<file path="src/rtl/hazard_scoreboard_if.sv">
`default_nettype none
// ============================================================================
// Module      : hazard_scoreboard_if
// Description : ID-stage consumer/producer information going into the
//               hazard scoreboard, and the per-stage producer records, stall
//               and stall counter coming out of it.
// Revision    : 1.0 - initial release
// ============================================================================
interface hazard_scoreboard_if #(
  parameter int TW    = 3,
  parameter int CNT_W = 32
);
  // Consumer and producer information for the instruction in ID
  logic [4:0]       RAddr0_ID;
  logic [4:0]       RAddr1_ID;
  logic [TW-1:0]    Tuse_RAddr0_ID;
  logic [TW-1:0]    Tuse_RAddr1_ID;
  logic [4:0]       RegWriteAddr_ID;
  logic [TW-1:0]    Tnew_ID;
  logic             flush;

  // Hazard result and per-stage producer records
  logic             stall;
  logic [4:0]       RegWriteAddr_EX;
  logic [TW-1:0]    Tnew_WAddr_EX;
  logic [4:0]       RegWriteAddr_Mem;
  logic [TW-1:0]    Tnew_WAddr_Mem;
  logic [4:0]       RegWriteAddr_WB;
  logic [CNT_W-1:0] stall_count;

  // Pipeline side: drives the ID information, consumes the results
  modport master (
    output RAddr0_ID, RAddr1_ID, Tuse_RAddr0_ID, Tuse_RAddr1_ID,
           RegWriteAddr_ID, Tnew_ID, flush,
    input  stall, RegWriteAddr_EX, Tnew_WAddr_EX, RegWriteAddr_Mem,
           Tnew_WAddr_Mem, RegWriteAddr_WB, stall_count
  );

  // Scoreboard side
  modport slave (
    input  RAddr0_ID, RAddr1_ID, Tuse_RAddr0_ID, Tuse_RAddr1_ID,
           RegWriteAddr_ID, Tnew_ID, flush,
    output stall, RegWriteAddr_EX, Tnew_WAddr_EX, RegWriteAddr_Mem,
           Tnew_WAddr_Mem, RegWriteAddr_WB, stall_count
  );
endinterface
`default_nettype wire

</file>
<file path="src/rtl/hazard_scoreboard.sv">
`default_nettype none
// ============================================================================
// Module      : hazard_scoreboard
// Description : Tracks destination register and remaining Tnew of the
//               instructions in EX, Mem and WB. Raises stall when an ID
//               consumer needs a value that forwarding cannot yet deliver,
//               bubbles EX while stalled, and counts stall cycles
//               (saturating).
// Revision    : 1.0 - initial release
// ============================================================================
module hazard_scoreboard #(
  parameter int TW    = 3,
  parameter int CNT_W = 32
) (
  input  wire                  clk,
  input  wire                  reset,
  hazard_scoreboard_if.slave   bus
);

  localparam logic [TW-1:0]    c_tnew_one = {{(TW-1){1'b0}}, 1'b1};
  localparam logic [CNT_W-1:0] c_cnt_one  = {{(CNT_W-1){1'b0}}, 1'b1};
  localparam logic [CNT_W-1:0] c_cnt_max  = {CNT_W{1'b1}};

  // Producer records; WB carries no Tnew because its value is always ready
  logic [4:0]       r_waddr_ex;
  logic [TW-1:0]    r_tnew_ex;
  logic [4:0]       r_waddr_mem;
  logic [TW-1:0]    r_tnew_mem;
  logic [4:0]       r_waddr_wb;
  logic [CNT_W-1:0] r_stall_count;

  // Per-source view of the consumer in ID
  logic [4:0]       w_raddr [2];
  logic [TW-1:0]    w_tuse  [2];
  logic [1:0]       w_hazard;
  logic             w_stall;
  logic             w_bubble;

  assign w_raddr[0] = bus.RAddr0_ID;
  assign w_raddr[1] = bus.RAddr1_ID;
  assign w_tuse[0]  = bus.Tuse_RAddr0_ID;
  assign w_tuse[1]  = bus.Tuse_RAddr1_ID;

  // The nearest in-flight producer of a register holds its newest value, so
  // an EX match hides any older Mem record of the same register. $0 is
  // hard-wired and never waits on anybody.
  genvar s;
  generate
    for (s = 0; s < 2; s++) begin : g_src
      logic w_nonzero;
      logic w_match_ex;
      logic w_match_mem;

      assign w_nonzero   = (w_raddr[s] != 5'd0);
      assign w_match_ex  = w_nonzero && (w_raddr[s] == r_waddr_ex);
      assign w_match_mem = w_nonzero && (w_raddr[s] == r_waddr_mem);

      assign w_hazard[s] = w_match_ex  ? (r_tnew_ex > w_tuse[s]) :
                           w_match_mem ? (r_tnew_mem > w_tuse[s]) :
                                         1'b0;
    end
  endgenerate

  // Stall only looks at registered records and the ID consumer fields
  assign w_stall  = |w_hazard;
  assign w_bubble = w_stall || bus.flush;

  // EX record: take the ID producer, or a bubble when stalled or flushed
  always_ff @(posedge clk or posedge reset) begin
    if (reset) begin
      r_waddr_ex <= 5'd0;
      r_tnew_ex  <= '0;
    end else if (w_bubble) begin
      r_waddr_ex <= 5'd0;
      r_tnew_ex  <= '0;
    end else begin
      r_waddr_ex <= bus.RegWriteAddr_ID;
      r_tnew_ex  <= bus.Tnew_ID;
    end
  end

  // Mem and WB always advance; Tnew counts down by one and stops at zero
  always_ff @(posedge clk or posedge reset) begin
    if (reset) begin
      r_waddr_mem <= 5'd0;
      r_tnew_mem  <= '0;
      r_waddr_wb  <= 5'd0;
    end else begin
      r_waddr_mem <= r_waddr_ex;
      r_tnew_mem  <= (r_tnew_ex == '0) ? '0 : (r_tnew_ex - c_tnew_one);
      r_waddr_wb  <= r_waddr_mem;
    end
  end

  // Stall-cycle counter, sticks at its maximum value
  always_ff @(posedge clk or posedge reset) begin
    if (reset) begin
      r_stall_count <= '0;
    end else if (w_stall && (r_stall_count != c_cnt_max)) begin
      r_stall_count <= r_stall_count + c_cnt_one;
    end
  end

  assign bus.stall            = w_stall;
  assign bus.RegWriteAddr_EX  = r_waddr_ex;
  assign bus.Tnew_WAddr_EX    = r_tnew_ex;
  assign bus.RegWriteAddr_Mem = r_waddr_mem;
  assign bus.Tnew_WAddr_Mem   = r_tnew_mem;
  assign bus.RegWriteAddr_WB  = r_waddr_wb;
  assign bus.stall_count      = r_stall_count;

endmodule
`default_nettype wire

</file>
<file path="src/flat_wrapper.sv">
// flat-port wrapper written by rule: the top's interface ports become plain ports
module hazard_scoreboard_flat 
#(
  parameter int TW    = 3,
  parameter int CNT_W = 32
)
  (clk, reset, bus_RAddr0_ID, bus_RAddr1_ID, bus_Tuse_RAddr0_ID, bus_Tuse_RAddr1_ID, bus_RegWriteAddr_ID, bus_Tnew_ID, bus_flush, bus_stall, bus_RegWriteAddr_EX, bus_Tnew_WAddr_EX, bus_RegWriteAddr_Mem, bus_Tnew_WAddr_Mem, bus_RegWriteAddr_WB, bus_stall_count);
  hazard_scoreboard_if #(.TW(TW), .CNT_W(CNT_W)) bus_i ();
  input  wire clk;
  input  wire reset;
  input wire logic [$bits(bus_i.RAddr0_ID)-1:0] bus_RAddr0_ID;
  input wire logic [$bits(bus_i.RAddr1_ID)-1:0] bus_RAddr1_ID;
  input wire logic [$bits(bus_i.Tuse_RAddr0_ID)-1:0] bus_Tuse_RAddr0_ID;
  input wire logic [$bits(bus_i.Tuse_RAddr1_ID)-1:0] bus_Tuse_RAddr1_ID;
  input wire logic [$bits(bus_i.RegWriteAddr_ID)-1:0] bus_RegWriteAddr_ID;
  input wire logic [$bits(bus_i.Tnew_ID)-1:0] bus_Tnew_ID;
  input wire logic [$bits(bus_i.flush)-1:0] bus_flush;
  output wire logic [$bits(bus_i.stall)-1:0] bus_stall;
  output wire logic [$bits(bus_i.RegWriteAddr_EX)-1:0] bus_RegWriteAddr_EX;
  output wire logic [$bits(bus_i.Tnew_WAddr_EX)-1:0] bus_Tnew_WAddr_EX;
  output wire logic [$bits(bus_i.RegWriteAddr_Mem)-1:0] bus_RegWriteAddr_Mem;
  output wire logic [$bits(bus_i.Tnew_WAddr_Mem)-1:0] bus_Tnew_WAddr_Mem;
  output wire logic [$bits(bus_i.RegWriteAddr_WB)-1:0] bus_RegWriteAddr_WB;
  output wire logic [$bits(bus_i.stall_count)-1:0] bus_stall_count;
  assign bus_i.RAddr0_ID = bus_RAddr0_ID;
  assign bus_i.RAddr1_ID = bus_RAddr1_ID;
  assign bus_i.Tuse_RAddr0_ID = bus_Tuse_RAddr0_ID;
  assign bus_i.Tuse_RAddr1_ID = bus_Tuse_RAddr1_ID;
  assign bus_i.RegWriteAddr_ID = bus_RegWriteAddr_ID;
  assign bus_i.Tnew_ID = bus_Tnew_ID;
  assign bus_i.flush = bus_flush;
  assign bus_stall = bus_i.stall;
  assign bus_RegWriteAddr_EX = bus_i.RegWriteAddr_EX;
  assign bus_Tnew_WAddr_EX = bus_i.Tnew_WAddr_EX;
  assign bus_RegWriteAddr_Mem = bus_i.RegWriteAddr_Mem;
  assign bus_Tnew_WAddr_Mem = bus_i.Tnew_WAddr_Mem;
  assign bus_RegWriteAddr_WB = bus_i.RegWriteAddr_WB;
  assign bus_stall_count = bus_i.stall_count;
  hazard_scoreboard #(.TW(TW), .CNT_W(CNT_W)) u_core (.clk(clk), .reset(reset), .bus(bus_i));
endmodule
</file>
<file path="config.mk">
export PLATFORM = sky130hd
export DESIGN_NAME = hazard_scoreboard_flat
export DESIGN_NICKNAME = d
export VERILOG_FILES = /design/src/rtl/hazard_scoreboard_if.sv /design/src/rtl/hazard_scoreboard.sv /design/src/flat_wrapper.sv
export SDC_FILE = /design/constraint.sdc
export NUM_CORES = 1
export LEC_CHECK = 0
export BUFFER_PORTS_ARGS = -buffer_cell sky130_fd_sc_hd__buf_2
export CAP_MARGIN = 20
export CORE_MARGIN = 5
export CORE_UTILIZATION = 46
export CTS_CLUSTER_DIAMETER = 200
export CTS_CLUSTER_SIZE = 20
export DETAILED_ROUTE_END_ITERATION = 16
export HOLD_SLACK_MARGIN = 0.05
export PLACE_DENSITY = 0.82
export SLEW_MARGIN = 5
export SYNTH_ARGS = -nofsm -noshare
export SYNTH_HDL_FRONTEND = slang
export SYNTH_SLANG_ARGS = --single-unit
</file>
<file path="constraint.sdc">
create_clock -name clk -period 2.2 [get_ports clk]
set_clock_uncertainty 0.05 [all_clocks]
set_input_delay 0.44 -clock clk [delete_from_list [all_inputs] [get_ports clk]]
set_output_delay 0.44 -clock clk [all_outputs]
set_load 0.02 [all_outputs]
</file>
Yosys cells after proc, flatten, opt, wreduce, memory -nomap -nowiden
Cells that the tools add are included.

Register bits: 53. Bits of input ports: 27. Output and inout port bits: 54. Word-level logic and storage cells: 34.

Add/subtract/negate cells: 2. $lt $le $gt $ge: 4. Equal/unequal tests: 5. Multiplexer cells: 7. Reductions and logical operators: 10.

Operators with widths (count): adder 32 x 1 -> 32 bit (second input constant) (1); != test 32 bit (second input constant) (1); == test 5 bit (4); greater-than comparator 3 bit (4); nonzero test 5 bit (2); 2-to-1 mux 3 bit (2); logical AND 1 bit (5); 2-to-1 mux 5 bit (1); 2-to-1 mux 1 bit (4); logical NOT 3 bit (1); subtractor 3 x 1 -> 3 bit (second input constant) (1); OR reduction 2 bit (1); logical OR 1 bit (1).

Longest topological paths before layout
Gate-level depths: netlist of run 1.

Depth after elaboration: 7. Depth in mapped cells: 11.

Worst setup path after synthesis of run 1
No wires, ideal clock.

Path type: flip-flop to flip-flop. Start point: reg u_core.r_tnew_ex[1] (netlist: u_core.bus.Tnew_WAddr_EX[1]). End point: reg u_core.r_stall_count[29] (netlist: u_core.bus.stall_count[29]). Library setup time: 0.080 ns. Arrival: 2.186 ns. Required time: 2.070 ns. Slack: -0.116 ns. Cell stages (with the launch flop): 11. Path buffers: 1. Cells stage by stage: dfrtp_1 > ha_1 > nor2b_1 > o21a_1 > o21ai_0 > mux2i_1 > a22oi_1 > or3_4 > buf_6 > nor3_2 > xor2_1.

Cells in the longest elaborated chain, start to end: 4. Elaborated cells on any way between the ends: 6. Classes of those cells: order compare (2); mux (2); reduce/logical (2).

RTL lines: start, declared (line hazard_scoreboard.sv:26) `logic [TW-1:0] r_tnew_ex;`; start signal, assigned (line hazard_scoreboard.sv:78) `r_tnew_ex <= bus.Tnew_ID;`; greater-than comparator 3 bit (line hazard_scoreboard.sv:58) `assign w_hazard[s] = w_match_ex ? (r_tnew_ex > w_tuse[s]) :`; 2-to-1 mux 1 bit (line hazard_scoreboard.sv:58); OR reduction 2 bit (*) (line hazard_scoreboard.sv:65) `assign w_stall = |w_hazard;`; logical AND 1 bit (*) (line hazard_scoreboard.sv:99) `end else if (w_stall && (r_stall_count != c_cnt_max)) begin`; end signal, assigned (line hazard_scoreboard.sv:100) `r_stall_count <= r_stall_count + c_cnt_one;`; end, declared (line hazard_scoreboard.sv:30) `logic [CNT_W-1:0] r_stall_count;`.

Mark *: on every way between the ends. The rest lies on a longest branch, timed or not. A chain may end at the register's enable or synchronous reset.

Worst setup path after layout of run 1
Start point: reg u_core.r_tnew_ex[1] (netlist: u_core.bus.Tnew_WAddr_EX[1]). End point: reg u_core.r_stall_count[23] (netlist: u_core.bus.stall_count[23]).

The elaborated chain is that of the path after synthesis.

==> metrics.md, run 1 <==
| Metric | Value |
|---|---|
| Setup WS post-layout | -0.254 ns |
| Core Area | 0.00557 mm2 |
| Detailed Route Iter0 Violations | 72 |
| Synthesis Warnings | 0 |
| Die area | roughly 0.0074 mm2 |
| Netlist cell types | 30 |
| Vias per cell | around 5.1 |
| Failing checks | setup timing |
| Pre-antenna DRT Iters | 4 |
| Syn Area/Cell | between 10 and 15 um2 |
| Req. time, crit path | between 2 and 2.5 ns |
| Maximum VDD drop | between 0.7 and 0.8 mV |
| Crit Path Max Fanout | 8 |
| Fmax achieved | slightly above 400 MHz |
| Synthesized Nets | about 290 |
| Clock latency on the worst-skew pair | around 0.31 ns |
| Hold Crit Class | input pin to async pin |
| Sequential element share of the synthesized area | 0.496 |
| N_diodes | 0 |
| Seq cells post-synth | 53 |
| R2r startpoint | u_core.bus.Tnew_WAddr_EX[1] |
| H-tree Lvls | 2 |
| Clk sink count | 53 |
| Final WL | a little over 7000 um |
| Crit Path Class | register to register |
| TritonCTS buffer count | 5 |
| Drt wl/cell | 15.8 um |
| Final ANT Viol Nets | 0 |
| Max-cap viol count | 0 |
| Initial antenna violation count | 0 |
| Synthesis-to-finish area growth | 51.1% |
| Fin area | just over 0.004 mm2 |
| Pin count of the biggest net entering global routing | 33 |
| Die width | 86.2 um |
| Utilization after layout | 0.724 |
| DRC Markers | 0 |
| Total Nets Final | 420 |
| Max clock buf depth | 2 |
| Finished Layout Cells | 451 |
| Top-count cell post-synth | dfrtp_1 |
| Routability cong. | 0.875 |
| Final Cycle Share | 1.12 |
| Outcome | finished with violations |
| First-pass GRT wire length | around 11,000 um |
| Shortest period the worst path allows | 2.45 ns |
| # hold bufs at CTS | 0 |
| Footprint of the multi-input gates | 0.00163 mm2 |
| Setup TNS | -6.36 ns |
| Max-slew headroom | 0.662 |
| Vias in the first global route | 2,408 |
| PortBufs | 80 |
| Largest area contributor in the netlist | dfrtp_1 |
| CTS tree | built |
| Pleak | 2.13 nW |
| Fill count | 389 |
| Reg area | roughly 0.0013 mm2 |
| Die H | 86.2 um |
| CP arrival | approximately 2.6 ns |
| Post-synthesis instance area | 0.00267 mm2 |
| Top cells by area, synth | dfrtp_1 (50%), xnor2_1 (8.5%), xor2_1 (8.2%) |
| Worst Reg-to-Reg Cells | 11 |
| Post-Place Cells | 431 |
| DP HPWL | around 5000 um |
| Number of enable flip-flop cells after synthesis | 0 |
| IO Pins | between 80 and 90 |
| Worst Setup End Kind | register |
| Synth cell count leaders | dfrtp_1 (53), xnor2_1 (26), xor2_1 (25) |
| Asr flop ratio synth | 1.00 |
| Root buffer cell | clkbuf_8 |
| Placed Area | 0.00344 mm2 |
| Clk slew on worst S/H paths | roughly 0.1 ns |
| Slew @ Worst Pin | between 0.5 and 0.6 ns |
| Max Transition Viols Final | 0 |
| Reg2reg end | u_core.bus.stall_count[23] |
| Row cnt | 27 |
| Count of final hold-check violations | 0 |
| Gr usage total | 0.193 |
| Routed via count | 2,307 |
| Pwr Density | around 570 mW/mm2 |
| Unrepaired setup endpoints after global routing | true |
| Startpoint Class | register |
| Top-area cell type share of the netlist area | 0.496 |
| R2R Setup Slk | -0.25 ns |
| Initial Util | 0.479 |
| Layout cells sized above 1 | 0.522 |
| # setup viols final | 33 |
| Total grt overflow | 0 |
| Syn Inst Count | between 200 and 250 |
| Top FF cell, synth | dfrtp_1 |
==> layout by cell type (no fill, tap or decap), types with 5 or more instances in the layout <==
cell	synthesis	routed
nand3_2	0	5
xor2_1	25	25
ha_4	0	6
nor2_1	12	7
nand3_1	18	9
dfrtp_2	0	6
clkbuf_8	0	6
dfrtp_1	53	47
and3_1	5	5
nand3_4	1	5
buf_6	1	8
xnor2_2	0	7
nand4_1	8	8
xnor2_1	26	19
buf_2	1	79
nand2_1	20	16
inv_1	13	11
and2_1	9	8
buf_4	0	39
ha_1	15	9
nor3_2	5	6
==> where the power goes <==
part / total, W / internal (W) / switching (W) / leakage [nW]
logic: 0.000489 / 0.000221 / 0.000267 / 1.38
clock network: 0.000694 / 0.000372 / 0.000322 / 0.0585
registers: 0.00110 / 0.00103 / 0.0000750 / 0.694
total: 0.00229 / 0.00162 / 0.000665 / 2.13
==> how the worst max path moves through the flow <==
stage | from | end | slack (ns) | depth (start not counted)
after CTS | u_core.bus.RegWriteAddr_Mem[3] | u_core.bus.stall_count[27] | -0.26 | 9
after detailed placement | bus_RAddr0_ID[4] | u_core.bus.stall_count[27] | -0.42 | 9
after global placement | bus_Tuse_RAddr1_ID[2] | u_core.bus.stall_count[27] | -0.36 | 11
after global routing | u_core.bus.Tnew_WAddr_EX[1] | u_core.bus.stall_count[3] | -0.36 | 12
after floorplan | u_core.bus.Tnew_WAddr_EX[1] | u_core.bus.stall_count[29] | -0.02 | 10
final | u_core.bus.Tnew_WAddr_EX[1] | u_core.bus.stall_count[23] | -0.25 | 11
==> cell families after synthesis <==
family                   share of synthesized area
buffers and inverters                       0.0244
AO/OA/AOI/OAI                               0.0262
flip-flops                                   0.496
multiplexers                                0.0117
AND/OR/NAND/NOR                              0.204
XOR/XNOR                                     0.167
adder cells (fa/ha/maj)                     0.0703
==> metal layers <==
metal	global-route usage	routed length [um]
met1	0.242	2940
met2	0.345	3620
met3	0.0447	513
met4	0.0340	54
met5	0	0
==> per-stage QoR <==
step | hold WS (ns) | setup slack (ns) | total power [W]
6_report | 0.103 | -0.254 | 0.00229
5_1_grt | 0.145 | -0.363 | 0.00239
4_1_cts | 0.120 | -0.264 | 0.00225
3_5_place_dp | 0.428 | -0.423 | 0.00152
3_3_place_gp | 0.408 | -0.358 | 0.00150
2_1_floorplan | 0.481 | -0.0195 | 0.00133
==> cell type report <==
type,count,area share
clock buffer,7,0.0214
clock inverter,1,0.00744
timing repair buffer,128,0.201
sequential,53,0.330
multi-input combinational,177,0.405
tap,72,0.0223
inverter,13,0.0121
==> worst max-delay path, stage by stage, from the launching register on <==
cell	delay [ns]
dfrtp_2	0.46
ha_4	0.28
nor2b_4	0.12
o21a_1	0.14
o21ai_2	0.05
mux2i_1	0.18
a22oi_2	0.10
buf_4	0.15
or3_4	0.41
buf_4	0.17
nor3_4	0.12
xor2_1	0.15
==> repair_timing <==
item / CTS / global route
buffers inserted: 9 / 5
setup endpoints to repair: 39 / 41
pin swaps: 29 / 24
resized for setup: 41 / 37
==> state kept, by name, summed over array words and instances, names as in the netlist <==
name,flops
u_core.bus.stall_count,32
u_core.bus.RegWriteAddr_EX,5
u_core.bus.Tnew_WAddr_Mem,3
u_core.bus.RegWriteAddr_Mem,5
u_core.bus.RegWriteAddr_WB,5
u_core.bus.Tnew_WAddr_EX,3
Power figures use the tool's default switching activity.
==> inputs of run 2 (changes only) <==
--- a/constraint.sdc
+++ b/constraint.sdc
@@ -3,3 +3,3 @@
 set_input_delay 0.44 -clock clk [delete_from_list [all_inputs] [get_ports clk]]
 set_output_delay 0.44 -clock clk [all_outputs]
-set_load 0.02 [all_outputs]
+set_load 0.05 [all_outputs]
==> metrics.md, run 2 (synthesized netlist as in run 1, its figures left out) <==
| Metric | Value |
|---|---|
| Placed Area | ~0.0035 mm2 |
| Final ANT Viol Nets | 0 |
| Final Cycle Share | 1.13 |
| Fill count | 395 |
| PortBufs | 80 |
| Count of final hold-check violations | 0 |
| Critical-path top delay cell | dfrtp_2 |
| Max clock buf depth | 2 |
| Clock latency on the worst-skew pair | around 0.31 ns |
| Utilization after layout | 0.726 |
| Max-slew headroom | 0.741 |
| # hold bufs at CTS | 0 |
| Fmax achieved | 402 MHz |
| CTS tree | built |
| Critical path cell sequence | ha_4 > nor2b_1 > o21a_1 > o21ai_2 > mux2i_1 > a22oi_2 > inv_2 > buf_6 |
| Crit Path Max Fanout | 3 |
| Max stage delay on crit path | ~0.47 ns |
| Gr usage total | 0.206 |
| Max-cap viol count | 0 |
| P_int | around 0.0015 W |
| Setup WS post-layout | -0.286 ns |
| Comb pwr share | 0.294 |
| Routability cong. | approximately 0.90 |
| Vias per cell | 5.16 |
| Unrepaired setup endpoints after global routing | true |
| Final WL | roughly 7400 um |
| Outcome | finished with violations |
| Finished Layout Cells | ~450 |
| Startpoint Class | register |
| Row cnt | 27 |
| Routed via count | roughly 2,300 |
| Setup WS pre-CTS | -0.371 ns |
| Drt wl/cell | about 17 um |
| Pleak | between 2 and 2.5 nW |
| Root buffer cell | clkbuf_8 |
| Hold Crit Class | input pin to async pin |
| N_diodes | 0 |
| Die area | between 0.007 and 0.008 mm2 |
| Clk slew on worst S/H paths | roughly 0.10 ns |
| Psw | 0.000809 W |
| Sequential power share | 0.463 |
| Pwr Density | about 570 mW/mm2 |
| Shortest period the worst path allows | approximately 2.5 ns |
| Layout cells sized above 1 | 0.565 |
| Core Area | around 0.0056 mm2 |
| Crit Path Class | register to primary output |
| Flip-flop count of the largest register after layout | 32 |
| IO Pins | 81 |
| Clock network fraction of total power | 0.243 |
| DRC Markers | 0 |
| Commonest non-fill, non-tap cell in the layout | buf_2 |
| Req. time, crit path | 1.71 ns |
| Total Nets Final | 416 |
| Die H | about 86 um |
| Max Transition Viols Final | 0 |
| DP HPWL | between 5000 and 6000 um |
| H-tree Lvls | 2 |
| Die width | approximately 86 um |
| Most frequent cells in the layout | buf_2 (79), buf_4 (34), dfrtp_2 (29), xor2_1 (25), dfrtp_1 (24) |
| TritonCTS buffer count | 5 |
| Clk sink count | 53 |
| First-pass GRT wire length | ~12,000 um |
| Pre-antenna DRT Iters | 4 |
| Synthesis-to-finish area growth | 51.5% |
| Worst Setup End Kind | primary output |
| Fin area | between 0.004 and 0.005 mm2 |
| Vias in the first global route | between 2,000 and 2,500 |
| Maximum VDD drop | ~0.36 mV |
| Post-Place Cells | 430 |
| Pin count of the biggest net entering global routing | 54 |
| Pwr Total | between 0.002 and 0.0025 W |
| Detailed Route Iter0 Violations | 74 |
| Failing checks | setup timing |
| CP arrival | approximately 2 ns |
| Slew @ Worst Pin | between 0.3 and 0.4 ns |
| Total grt overflow | 0 |
| Initial Util | 0.479 |
| # setup viols final | 36 |
| Initial antenna violation count | 0 |
| Switching share of power | 0.349 |
## run 2: changes by cell type in the layout (fill, tap and decap cells not counted), moves of 3 or more
cell / before / now
dfrtp_1: 47 / 24
dfrtp_2: 6 / 29
buf_4: 39 / 34
nor3_2: 6 / 1
nor3_4: 3 / 7
buf_12: 1 / 4
buf_6: 8 / 5
ha_1: 9 / 12
ha_4: 6 / 3
nor2_2: 3 / 0
nor2_4: 3 / 6
## run 2: per-layer routing
metal,share of wire,track usage
met5,0,0
met3,0.066,0.0399
met2,0.51,0.362
met1,0.41,0.258
met4,0.015,0.0595
## run 2: path summary, 6_finish.rpt
path / end / slack (ns) / from / depth (start not counted)
worst max-delay path: bus_stall / -0.29 / u_core.bus.Tnew_WAddr_EX[1] / 8
worst min-delay path: u_core.bus.Tnew_WAddr_Mem[2] / 0.1 / reset / 3
worst max register to register: u_core.bus.stall_count[31] / -0.25 / u_core.bus.Tnew_WAddr_Mem[2] / 10
worst min register to register: u_core.bus.stall_count[11] / 0.44 / u_core.bus.stall_count[11] / 1
max in group asynchronous: u_core.bus.RegWriteAddr_EX[1] / 1.71 / reset / 3
min in group clk: u_core.bus.RegWriteAddr_EX[3] / 0.28 / bus_RegWriteAddr_ID[3] / 2
## run 2: cell type report
type | count | area, um2 | share of cell area
multi-input cells | 178 | 1640 | 0.406
flip-flops and latches | 53 | 1360 | 0.337
repair buffers | 123 | 815 | 0.201
well taps | 72 | 90.1 | 0.0223
clock buffers | 6 | 72.6 | 0.0179
inverters | 13 | 48.8 | 0.0121
clock inverters | 2 | 15.0 | 0.00371
## run 2: critical path: cells and delay by family (launching register included)
family | cells | cell delay [ns]
flops | 1 | 0.47
compound gates | 3 | 0.52
mux | 1 | 0.11
buf+inv | 2 | 0.24
simple gates | 1 | 0.12
fa+ha+maj | 1 | 0.25
## run 2: repair_timing
item                                    CTS  global route
gates resized for setup                  41            26
gates cloned                              2             0
pin swaps                                32            21
endpoints found under the setup margin   35            39
buffers inserted                          5             2
endpoints found under the hold margin     0             0
## run 2: per-stage QoR
stage / setup TNS (ns) / hold slack (ns)
floorplan: -1.05 / 0.519
global placement: -7.20 / 0.413
detailed placement: -9.88 / 0.423
CTS: -5.94 / 0.119
global route: -10.72 / 0.143
finish: -6.25 / 0.0991
## run 2: power by group through the flow
stage | clock (W) | combinational (W) | sequential, W
floorplan | 0 | 0.000158 | 0.00131
global placement | 0 | 0.000591 | 0.00109
detailed placement | 0 | 0.000605 | 0.00109
CTS | 0.000569 | 0.000645 | 0.00107
global route | 0.000621 | 0.000734 | 0.00108
finish | 0.000563 | 0.000681 | 0.00107
